**config.mk**
```make
export PLATFORM = sky130hd
export DESIGN_NAME = uart_io_port
export DESIGN_NICKNAME = d
export VERILOG_FILES = /design/src/rtl/uart_io_port.sv
export SDC_FILE = /design/constraint.sdc
export NUM_CORES = 1
export LEC_CHECK = 0
export BUFFER_PORTS_ARGS = -buffer_cell sky130_fd_sc_hd__clkbuf_2
export CAP_MARGIN = 20
export CORE_MARGIN = 2
export CORE_UTILIZATION = 40
export CTS_CLUSTER_DIAMETER = 80
export CTS_CLUSTER_SIZE = 8
export DETAILED_ROUTE_END_ITERATION = 7
export SKIP_CTS_REPAIR_TIMING = 1
export SYNTH_ARGS = -nofsm -noshare
export SYNTH_HDL_FRONTEND = slang
export SYNTH_SLANG_ARGS = --single-unit
```
**constraint.sdc**
```tcl
create_clock -name clk -period 7.5 [get_ports clk]
set_clock_uncertainty 0.05 [all_clocks]
set_input_delay 0.75 -clock clk [delete_from_list [all_inputs] [get_ports clk]]
set_output_delay 0.75 -clock clk [all_outputs]
set_load 0.005 [all_outputs]
```
**src/rtl/uart_io_port.sv**
```systemverilog
// uart_io_port: buffered memory-mapped UART front end with TX/RX FIFOs, status/control registers
// and autonomous drain/capture FSMs. Define UART_IO_PORT_IRQ_EN to add the registered irq_o output.
//
// state      | meaning
// TX_IDLE    | waiting for a queued byte and an idle core
// TX_LAUNCH  | uart_wr_o strobe cycle
// TX_WAIT_HI | waiting for core busy to rise, 4-cycle timeout
// TX_WAIT_LO | waiting for core busy to fall
// RX_IDLE    | waiting for uart_valid_i
// RX_ACK     | uart_rd_o strobe cycle
// RX_GUARD   | uart_valid_i ignored while the core retires the byte
module uart_io_port #(
    parameter int TX_DEPTH  = 16,
    parameter int RX_DEPTH  = 16,
    parameter int BUS_WIDTH = 32
) (
    input  logic                 clk,
    input  logic                 reset_i,
    input  logic                 sel_i,
    input  logic [3:0]           addr_i,
    input  logic                 we_i,
    input  logic                 re_i,
    input  logic [BUS_WIDTH-1:0] data_in_i,
    output logic [BUS_WIDTH-1:0] data_out_o,
    output logic                 uart_wr_o,
    output logic [7:0]           uart_tx_data_o,
    input  logic                 uart_busy_i,
    output logic                 uart_rd_o,
    input  logic [7:0]           uart_rx_data_i,
    input  logic                 uart_valid_i
`ifdef UART_IO_PORT_IRQ_EN
    ,
    output logic                 irq_o
`endif
);

    localparam int TX_AW = $clog2(TX_DEPTH);
    localparam int RX_AW = $clog2(RX_DEPTH);
    localparam int TX_CW = TX_AW + 1;
    localparam int RX_CW = RX_AW + 1;

    typedef enum logic [1:0] {TX_IDLE, TX_LAUNCH, TX_WAIT_HI, TX_WAIT_LO} tx_state_t;
    typedef enum logic [1:0] {RX_IDLE, RX_ACK, RX_GUARD} rx_state_t;

    tx_state_t        tx_state_q, tx_state_d;
    rx_state_t        rx_state_q, rx_state_d;
    logic [1:0]       tx_timer_q, tx_timer_d;
    logic [7:0]       tx_mem_q [TX_DEPTH];
    logic [7:0]       rx_mem_q [RX_DEPTH];
    logic [TX_AW-1:0] tx_wptr_q, tx_wptr_d, tx_rptr_q, tx_rptr_d;
    logic [RX_AW-1:0] rx_wptr_q, rx_wptr_d, rx_rptr_q, rx_rptr_d;
    logic [TX_CW-1:0] tx_count_q, tx_count_d;
    logic [RX_CW-1:0] rx_count_q, rx_count_d;
    logic [7:0]       tx_data_q, tx_data_d;
    logic             rx_ovr_q, rx_ovr_d, tx_ovf_q, tx_ovf_d;
    logic [1:0]       en_bits;
    logic [1:0]       word;
    logic             data_wr, data_rd, ctrl_wr, tx_flush, rx_flush;
    logic             tx_full, tx_empty, rx_full, rx_nempty;
    logic             tx_push, tx_pop, tx_drop, rx_cap, rx_push, rx_pop, rx_drop;
    logic             unused_bits;

    assign word     = addr_i[3:2];
    assign data_wr  = sel_i & we_i & (word == 2'd0);
    assign data_rd  = sel_i & re_i & (word == 2'd0);
    assign ctrl_wr  = sel_i & we_i & (word == 2'd2);
    assign tx_flush = ctrl_wr & data_in_i[2];
    assign rx_flush = ctrl_wr & data_in_i[3];

    assign tx_full   = (tx_count_q == TX_CW'(TX_DEPTH));
    assign tx_empty  = (tx_count_q == '0);
    assign rx_full   = (rx_count_q == RX_CW'(RX_DEPTH));
    assign rx_nempty = (rx_count_q != '0);

    // A full FIFO still accepts a push when the same cycle pops it.
    assign tx_pop  = (tx_state_q == TX_IDLE) & ~tx_empty & ~uart_busy_i;
    assign tx_push = data_wr & (~tx_full | tx_pop) & ~tx_flush;
    assign tx_drop = data_wr & tx_full & ~tx_pop;
    assign rx_pop  = data_rd & rx_nempty;
    assign rx_cap  = (rx_state_q == RX_IDLE) & uart_valid_i;
    assign rx_push = rx_cap & (~rx_full | rx_pop) & ~rx_flush;
    assign rx_drop = rx_cap & rx_full & ~rx_pop;

    assign unused_bits = ^{addr_i[1:0], data_in_i};

    always_comb begin
        tx_wptr_d  = tx_wptr_q;
        tx_rptr_d  = tx_rptr_q;
        tx_count_d = tx_count_q;
        if (tx_flush) begin
            tx_wptr_d  = '0;
            tx_rptr_d  = '0;
            tx_count_d = '0;
        end else begin
            if (tx_push) tx_wptr_d = tx_wptr_q + TX_AW'(1);
            if (tx_pop)  tx_rptr_d = tx_rptr_q + TX_AW'(1);
            if (tx_push && !tx_pop)      tx_count_d = tx_count_q + TX_CW'(1);
            else if (!tx_push && tx_pop) tx_count_d = tx_count_q - TX_CW'(1);
        end
    end

    always_comb begin
        rx_wptr_d  = rx_wptr_q;
        rx_rptr_d  = rx_rptr_q;
        rx_count_d = rx_count_q;
        if (rx_flush) begin
            rx_wptr_d  = '0;
            rx_rptr_d  = '0;
            rx_count_d = '0;
        end else begin
            if (rx_push) rx_wptr_d = rx_wptr_q + RX_AW'(1);
            if (rx_pop)  rx_rptr_d = rx_rptr_q + RX_AW'(1);
            if (rx_push && !rx_pop)      rx_count_d = rx_count_q + RX_CW'(1);
            else if (!rx_push && rx_pop) rx_count_d = rx_count_q - RX_CW'(1);
        end
    end

    always_comb begin
        tx_state_d = tx_state_q;
        tx_timer_d = tx_timer_q;
        tx_data_d  = tx_pop ? tx_mem_q[tx_rptr_q] : tx_data_q;
        case (tx_state_q)
            TX_IDLE:    if (tx_pop) tx_state_d = TX_LAUNCH;
            TX_LAUNCH: begin
                tx_state_d = TX_WAIT_HI;
                tx_timer_d = 2'd3;
            end
            TX_WAIT_HI: begin
                if (uart_busy_i)              tx_state_d = TX_WAIT_LO;
                else if (tx_timer_q == 2'd0)  tx_state_d = TX_IDLE;
                else                          tx_timer_d = tx_timer_q - 2'd1;
            end
            TX_WAIT_LO: if (!uart_busy_i) tx_state_d = TX_IDLE;
            default:    tx_state_d = TX_IDLE;
        endcase
    end

    always_comb begin
        rx_state_d = rx_state_q;
        case (rx_state_q)
            RX_IDLE:  if (uart_valid_i) rx_state_d = RX_ACK;
            RX_ACK:   rx_state_d = RX_GUARD;
            RX_GUARD: rx_state_d = RX_IDLE;
            default:  rx_state_d = RX_IDLE;
        endcase
    end

    // Sticky flags: a set in the same cycle as a clear wins.
    always_comb begin
        rx_ovr_d = rx_drop | (rx_ovr_q & ~(ctrl_wr & data_in_i[0]));
        tx_ovf_d = tx_drop | (tx_ovf_q & ~(ctrl_wr & data_in_i[1]));
    end

    always_ff @(posedge clk) begin
        if (reset_i) begin
            tx_state_q <= TX_IDLE;
            rx_state_q <= RX_IDLE;
            tx_timer_q <= '0;
            tx_wptr_q  <= '0;
            tx_rptr_q  <= '0;
            rx_wptr_q  <= '0;
            rx_rptr_q  <= '0;
            tx_count_q <= '0;
            rx_count_q <= '0;
            tx_data_q  <= '0;
            rx_ovr_q   <= 1'b0;
            tx_ovf_q   <= 1'b0;
        end else begin
            tx_state_q <= tx_state_d;
            rx_state_q <= rx_state_d;
            tx_timer_q <= tx_timer_d;
            tx_wptr_q  <= tx_wptr_d;
            tx_rptr_q  <= tx_rptr_d;
            rx_wptr_q  <= rx_wptr_d;
            rx_rptr_q  <= rx_rptr_d;
            tx_count_q <= tx_count_d;
            rx_count_q <= rx_count_d;
            tx_data_q  <= tx_data_d;
            rx_ovr_q   <= rx_ovr_d;
            tx_ovf_q   <= tx_ovf_d;
        end
    end

    always_ff @(posedge clk) begin
        if (tx_push) tx_mem_q[tx_wptr_q] <= data_in_i[7:0];
        if (rx_push) rx_mem_q[rx_wptr_q] <= uart_rx_data_i;
    end

`ifdef UART_IO_PORT_IRQ_EN
    logic [1:0] en_q, en_d;
    logic       irq_q, irq_d;

    always_comb begin
        en_d  = ctrl_wr ? data_in_i[5:4] : en_q;
        irq_d = (en_q[0] & rx_nempty) | (en_q[1] & tx_empty);
    end

    always_ff @(posedge clk) begin
        if (reset_i) begin
            en_q  <= 2'b00;
            irq_q <= 1'b0;
        end else begin
            en_q  <= en_d;
            irq_q <= irq_d;
        end
    end

    assign en_bits = en_q;
    assign irq_o   = irq_q;
`else
    assign en_bits = 2'b00;
`endif

    assign uart_wr_o      = (tx_state_q == TX_LAUNCH);
    assign uart_rd_o      = (rx_state_q == RX_ACK);
    assign uart_tx_data_o = tx_data_q;

    always_comb begin
        data_out_o = '0;
        case (word)
            2'd0: if (rx_nempty) data_out_o[7:0] = rx_mem_q[rx_rptr_q];
            2'd1: data_out_o[23:0] = {8'(tx_count_q), 8'(rx_count_q), 3'b000,
                                      tx_ovf_q, rx_ovr_q, tx_empty, rx_nempty, tx_full};
            2'd2: data_out_o[5:4] = en_bits;
            default: ;
        endcase
    end

endmodule
```
Yosys cells after proc, flatten, opt, wreduce, memory -nomap -nowiden
Memories as Yosys holds them, arrays and structs flattened. A register that Yosys moved wholly into a read port is not among the register bits.
Index checks and enable logic that the tools add are counted.
- divide/modulo/power cells: 0
- mux-type cells: 25
- magnitude comparators: 0
- shift operators: 0
- reductions and logical operators: 21
- equal/unequal tests: 14
- add/sub/neg operators: 9
- multiply operators: 0
- bitwise operators: 37
- operator list (cell ; number):
    $and A1 B1 Y1 ; 23
    $mux W5 ; 4
    $add A4 B1 Y4 const B ; 4
    $mux W2 ; 8
    $mux W13 ; 1
    $pmux W2 S2 ; 3
    $add A5 B1 Y5 const B ; 2
    $eq A5 B5 Y1 const B ; 2
    $ne A2 B2 Y1 const B ; 5
    $not A1 Y1 ; 10
    $sub A5 B1 Y5 const B ; 2
    $logic_not A2 Y1 ; 4
    $mux W4 ; 2
    $mux W8 ; 1
    $pmux W2 S4 ; 1
    $pmux W4 S2 ; 1
    $eq A2 B1 Y1 const B ; 3
    $eq A2 B2 Y1 const B ; 3
    $reduce_and A3 Y1 ; 2
    $reduce_bool A2 Y1 ; 3
    $logic_not A5 Y1 ; 1
    $reduce_bool A5 Y1 ; 1
    $logic_and A1 B1 Y1 ; 4
    $logic_not A1 Y1 ; 4
    other kinds (5) ; 12
- bits in registers: 34
- latch bits: 0
- word-level logic and storage cells: 119
- memory bits (read-only): 0
- bits in writable memories: 256
- input bits: 51
- memories: 2
- memory list (name ; words ; bits a word ; rd ports ; clocked after Yosys merged registers in ; write ports ; RTL line ; RTL):
    rx_mem_q ; 16 ; 8 ; 1 ; 1 ; 1 ; 49 ; logic [7:0] rx_mem_q [RX_DEPTH];
    tx_mem_q ; 16 ; 8 ; 1 ; 1 ; 1 ; 48 ; logic [7:0] tx_mem_q [TX_DEPTH];

Longest topological paths before layout
- word-level depth: 11
- depth in mapped cells: 14
- mapped depth without buffers: 13

Worst setup path before layout
No wires, ideal clock.
- kind: input to register
- from: input uart_valid_i
- to: register rx_count_q[4]
- buffers on the path: 1
- stages on the path: 12
- setup slack: 4.165 ns
- data arrival time: 3.164 ns
- setup time: 0.121 ns
- required time: 7.329 ns
- cell sequence: or3b_1 a21oi_1 and2_1 buf_4 ha_1 inv_1 ha_1 nor2b_1 o21a_1 or3_1 a21o_1 mux2_2
- word-level cells in the longest chain between the ends: 6
- elaborated cells on any way between the ends: 8
- those cells by class: mux: 1; bitwise: 3; reduce/logical: 4
- ends and longest elaborated chain (what ; RTL line ; RTL):
    start, declared ; 30 ; input logic uart_valid_i
    $and A1 B1 Y1 (*) ; 80 ; assign rx_cap = (rx_state_q == RX_IDLE) & uart_valid_i;
    $and A1 B1 Y1 (*) (2 in series) ; 81 ; assign rx_push = rx_cap & (~rx_full | rx_pop) & ~rx_flush;
    $logic_not A1 Y1 ; 114 ; else if (!rx_push && rx_pop) rx_count_d = rx_count_q - RX_CW'(1);
    $logic_and A1 B1 Y1 ; 114 ;
    $reduce_bool A2 Y1 (no line) ; -- ;
    end signal, assigned ; 177 ; rx_count_q <= rx_count_d;
    end, declared ; 53 ; logic [RX_CW-1:0] rx_count_q, rx_count_d;
Every way passes the cells marked *; elsewhere a longest branch is shown, timed or not.
A chain may end at the register's enable or synchronous reset.

==> metrics.cfg <==
[run_status]
result_of_the_run = complete, no violations

[pwr]
p_leak_nw = 4.76
cell_internal_pwr_mw = 3.26
power_density_nw_per_um2 = 300
power.sequential.fraction_pct = 45.2
ir_drop_mv = 0.185
power_switching_share_pct = 24.6
switching_power_mw = 1.06
finalPower_mw = 4.32
power_frac_comb_pct = 14.0
clock_group_share_of_total_power_pct = 40.8

[final_layout]
filler_cell_count = 2632
antennaDiodeCount = 0
drive_gt1_share_pct = 22.8
nNetsFinal = 879
area_delta_synth_final_pct = 15.2

[yosys]
synth_cells = 725
distinct_cell_type_count_after_synthesis = 52
synth_top_area_share_pct = 61.5
ys_async_sr_fraction_pct = 0
synthesized_flop_and_latch_total = 302
synth-seq-area-share_pct = 68.9
number_of_enable_type_register_cells_in_the_synthesized_netlist = 256
post_synth_top_flop = edfxtp_1
yosys_warnings = 0
synthTopCellsByArea = edfxtp_1, mux4_2, dfxtp_1, ha_1, mux2i_1
syn_std_cell_area_um2 = 12500
average_cell_area_after_synthesis_um2 = 17.2
yosys.area.top_type = edfxtp_1

[worst_setup_path]
worstReg2RegEnd = rx_count_q[4]
worst-r2r-cell-count = 11
critPathMaxFanout = 30
path_class = reg2out
required_ps = 6700
cp.arrival_ps = 3030
crit_path_start_kind = flop
setup.worst_path.end_class = primary output
ff2ff_setup_slack_ps = 4170
regToRegStartpoint = rx_state_q[0]

[timing]
timing_worst_slew_pin_value_ps = 1060
min_period_ps = 3830
period_share_pct = 51.1
drv_slew = 0
unrepaired_setup_endpoints_after_global_routing = no
max_freq_mhz = 261
timing.final.hold_violations = 0
slew-limit-headroom_pct = 28.9
holdWs_ps = 413
setup_total_negative_slack_ps = 0
setup_violation_total_in_the_final_timing_report = 0

[clocking]
htree_num_levels = 2
clk-insertion-delay-late_ps = 530
clock-root-buffer = clkbuf_16
cts.path.max_buffers = 3
tritoncts.num_buffers = 43
clkTransAtPathRegs_ps = 50
tritoncts = yes
cts_num_sinks = 302

[detailed_routing]
route.detailed.drc = 0
detail_route.wl_per_cell_um = 20.1
dr.first_iter.drc_count = 457
total_via_count_in_the_routed_design = 6357
routed_wl_mm = 24.7
drt-vias-per-instance = 5.19
firstDrtPassIters = 4
postRouteAntennaNets = 0

[grt]
grt_max_degree = 31
grt_usage_pct = 15.3
grt_first_pass_wirelength_mm = 38.1
first_global_vias = 6503
grt_overflow = 0
antenna_violations_before_repair = 0

[min_path]
timing.hold.worst.class = reg2reg
end_of_the_worst_hold_path = tx_timer_q[0]
holdPathStages = 1
hold_path.startpoint = tx_timer_q[0]

[floorplanning]
placementRows = 64
initial_utilization_pct = 40.7
floorplan.die.width_um = 181
floorplan.core_area_um2 = 30700
dieHeight_um = 181
io_pins = 93
floorplan.die_area_um2 = 32700

[flow_run]
drv_cap = 0

[place]
numPortBuffers = 52
globalplace.congestion = 0.745
hpwlAfterDp_mm = 15.3

[power by group through the flow]
stage	registers (mW)	logic [mW]	clock network [mW]
detailed placement	1.99	0.612	0
global placement	1.99	0.604	0
CTS	1.96	0.614	1.80
floorplan	1.96	0.475	0
finish	1.95	0.604	1.77
global route	1.96	0.677	1.87
[through the flow]
stage          util [%]  std cells  cell area, um2  setup slack (ps)
2_1_floorplan         -        738           12500              4160
3_3_place_gp       42.8       1151           13100              3660
3_5_place_dp       42.8       1151           13100              3630
4_1_cts            46.9       1223           14400              3640
5_1_grt            46.9       1225           14400              3470
6_report           46.9       1225           14400              3670
[Yosys cell counts, types with 13 or more instances]
library cell / instances
nor3_1: 13
inv_1: 16
nor2_1: 63
mux4_2: 54
buf_2: 13
buf_4: 19
mux2i_1: 27
ha_1: 24
nand2_1: 23
dfxtp_1: 46
a21oi_1: 27
edfxtp_1: 256
[state kept, by name, summed over array words and instances, names as in the netlist, named ones only]
signal	flops
rx_count_q	5
tx_rptr_q	4
rx_ovr_q	1
rx_rptr_q	4
rx_state_q	2
rx_wptr_q	4
tx_mem_q	128
tx_wptr_q	4
tx_ovf_q	1
tx_state_q	2
uart_tx_data_o	8
tx_count_q	5
tx_timer_q	2
rx_mem_q	128
[worst max-delay path by stage]
stage,start,endpoint,slack [ps],cells past startpoint
global route,flop,data_out_o[2],3470,5
global placement,uart_valid_i,rx_count_q[4],3660,12
finish,flop,data_out_o[2],3670,5
CTS,flop,data_out_o[2],3640,5
detailed placement,uart_valid_i,rx_count_q[4],3630,12
floorplan,uart_valid_i,rx_count_q[4],4160,12
[cells by family (layout without fill, tap and decap cells)]
family	count (synthesis)	after routing	share of synthesized area (%)
flops	302	302	68.9
simple gates	152	152	6.23
mux	96	96	14.5
compound gates	65	65	3.56
buf+inv	65	156	2.84
fa+ha+maj	26	26	2.72
xor+xnor	18	18	1.26
other cells	1	14	0.0300
[cell usage in the layout, fill, tap and decap left out, types with 8 or more instances in the layout]
master	count
clkbuf_1	25
mux4_2	54
ha_1	24
inv_1	16
mux2i_1	27
nand2_1	23
and2_1	10
buf_4	13
conb_1	14
xnor2_1	8
nor2_1	63
a21oi_1	27
edfxtp_1	256
o21ai_0	9
dfxtp_1	44
clkbuf_16	44
xor2_1	10
nor3_1	11
clkbuf_2	52
nand3b_1	9
mux4_1	10
o221ai_1	8
[per-layer routing]
metal	track usage, %	up-vias	routed length, um
li1	-	2945	-
met1	21.5	3219	11400
met2	24.1	151	11500
met3	2.90	42	1120
met4	5.42	0	618
met5	0	-	0
[worst max-delay path, stage by stage, from the launching register on]
cell      delay (ps)
dfxtp_2          960
mux4_1           650
mux2_2           280
a21oi_1          240
o21ai_0          190
clkbuf_2         160
[final cells by class]
class	instances	area [um2]	area share, %
well taps	396	495	3.44
inverters	17	63.8	0.443
clock inverters	2	46.3	0.322
multi-input cells	371	3590	24.9
clock buffers	70	1210	8.40
repair buffers	67	380	2.64
flip-flops and latches	302	8610	59.8
Note: power is estimated with default switching activity, not from simulation.
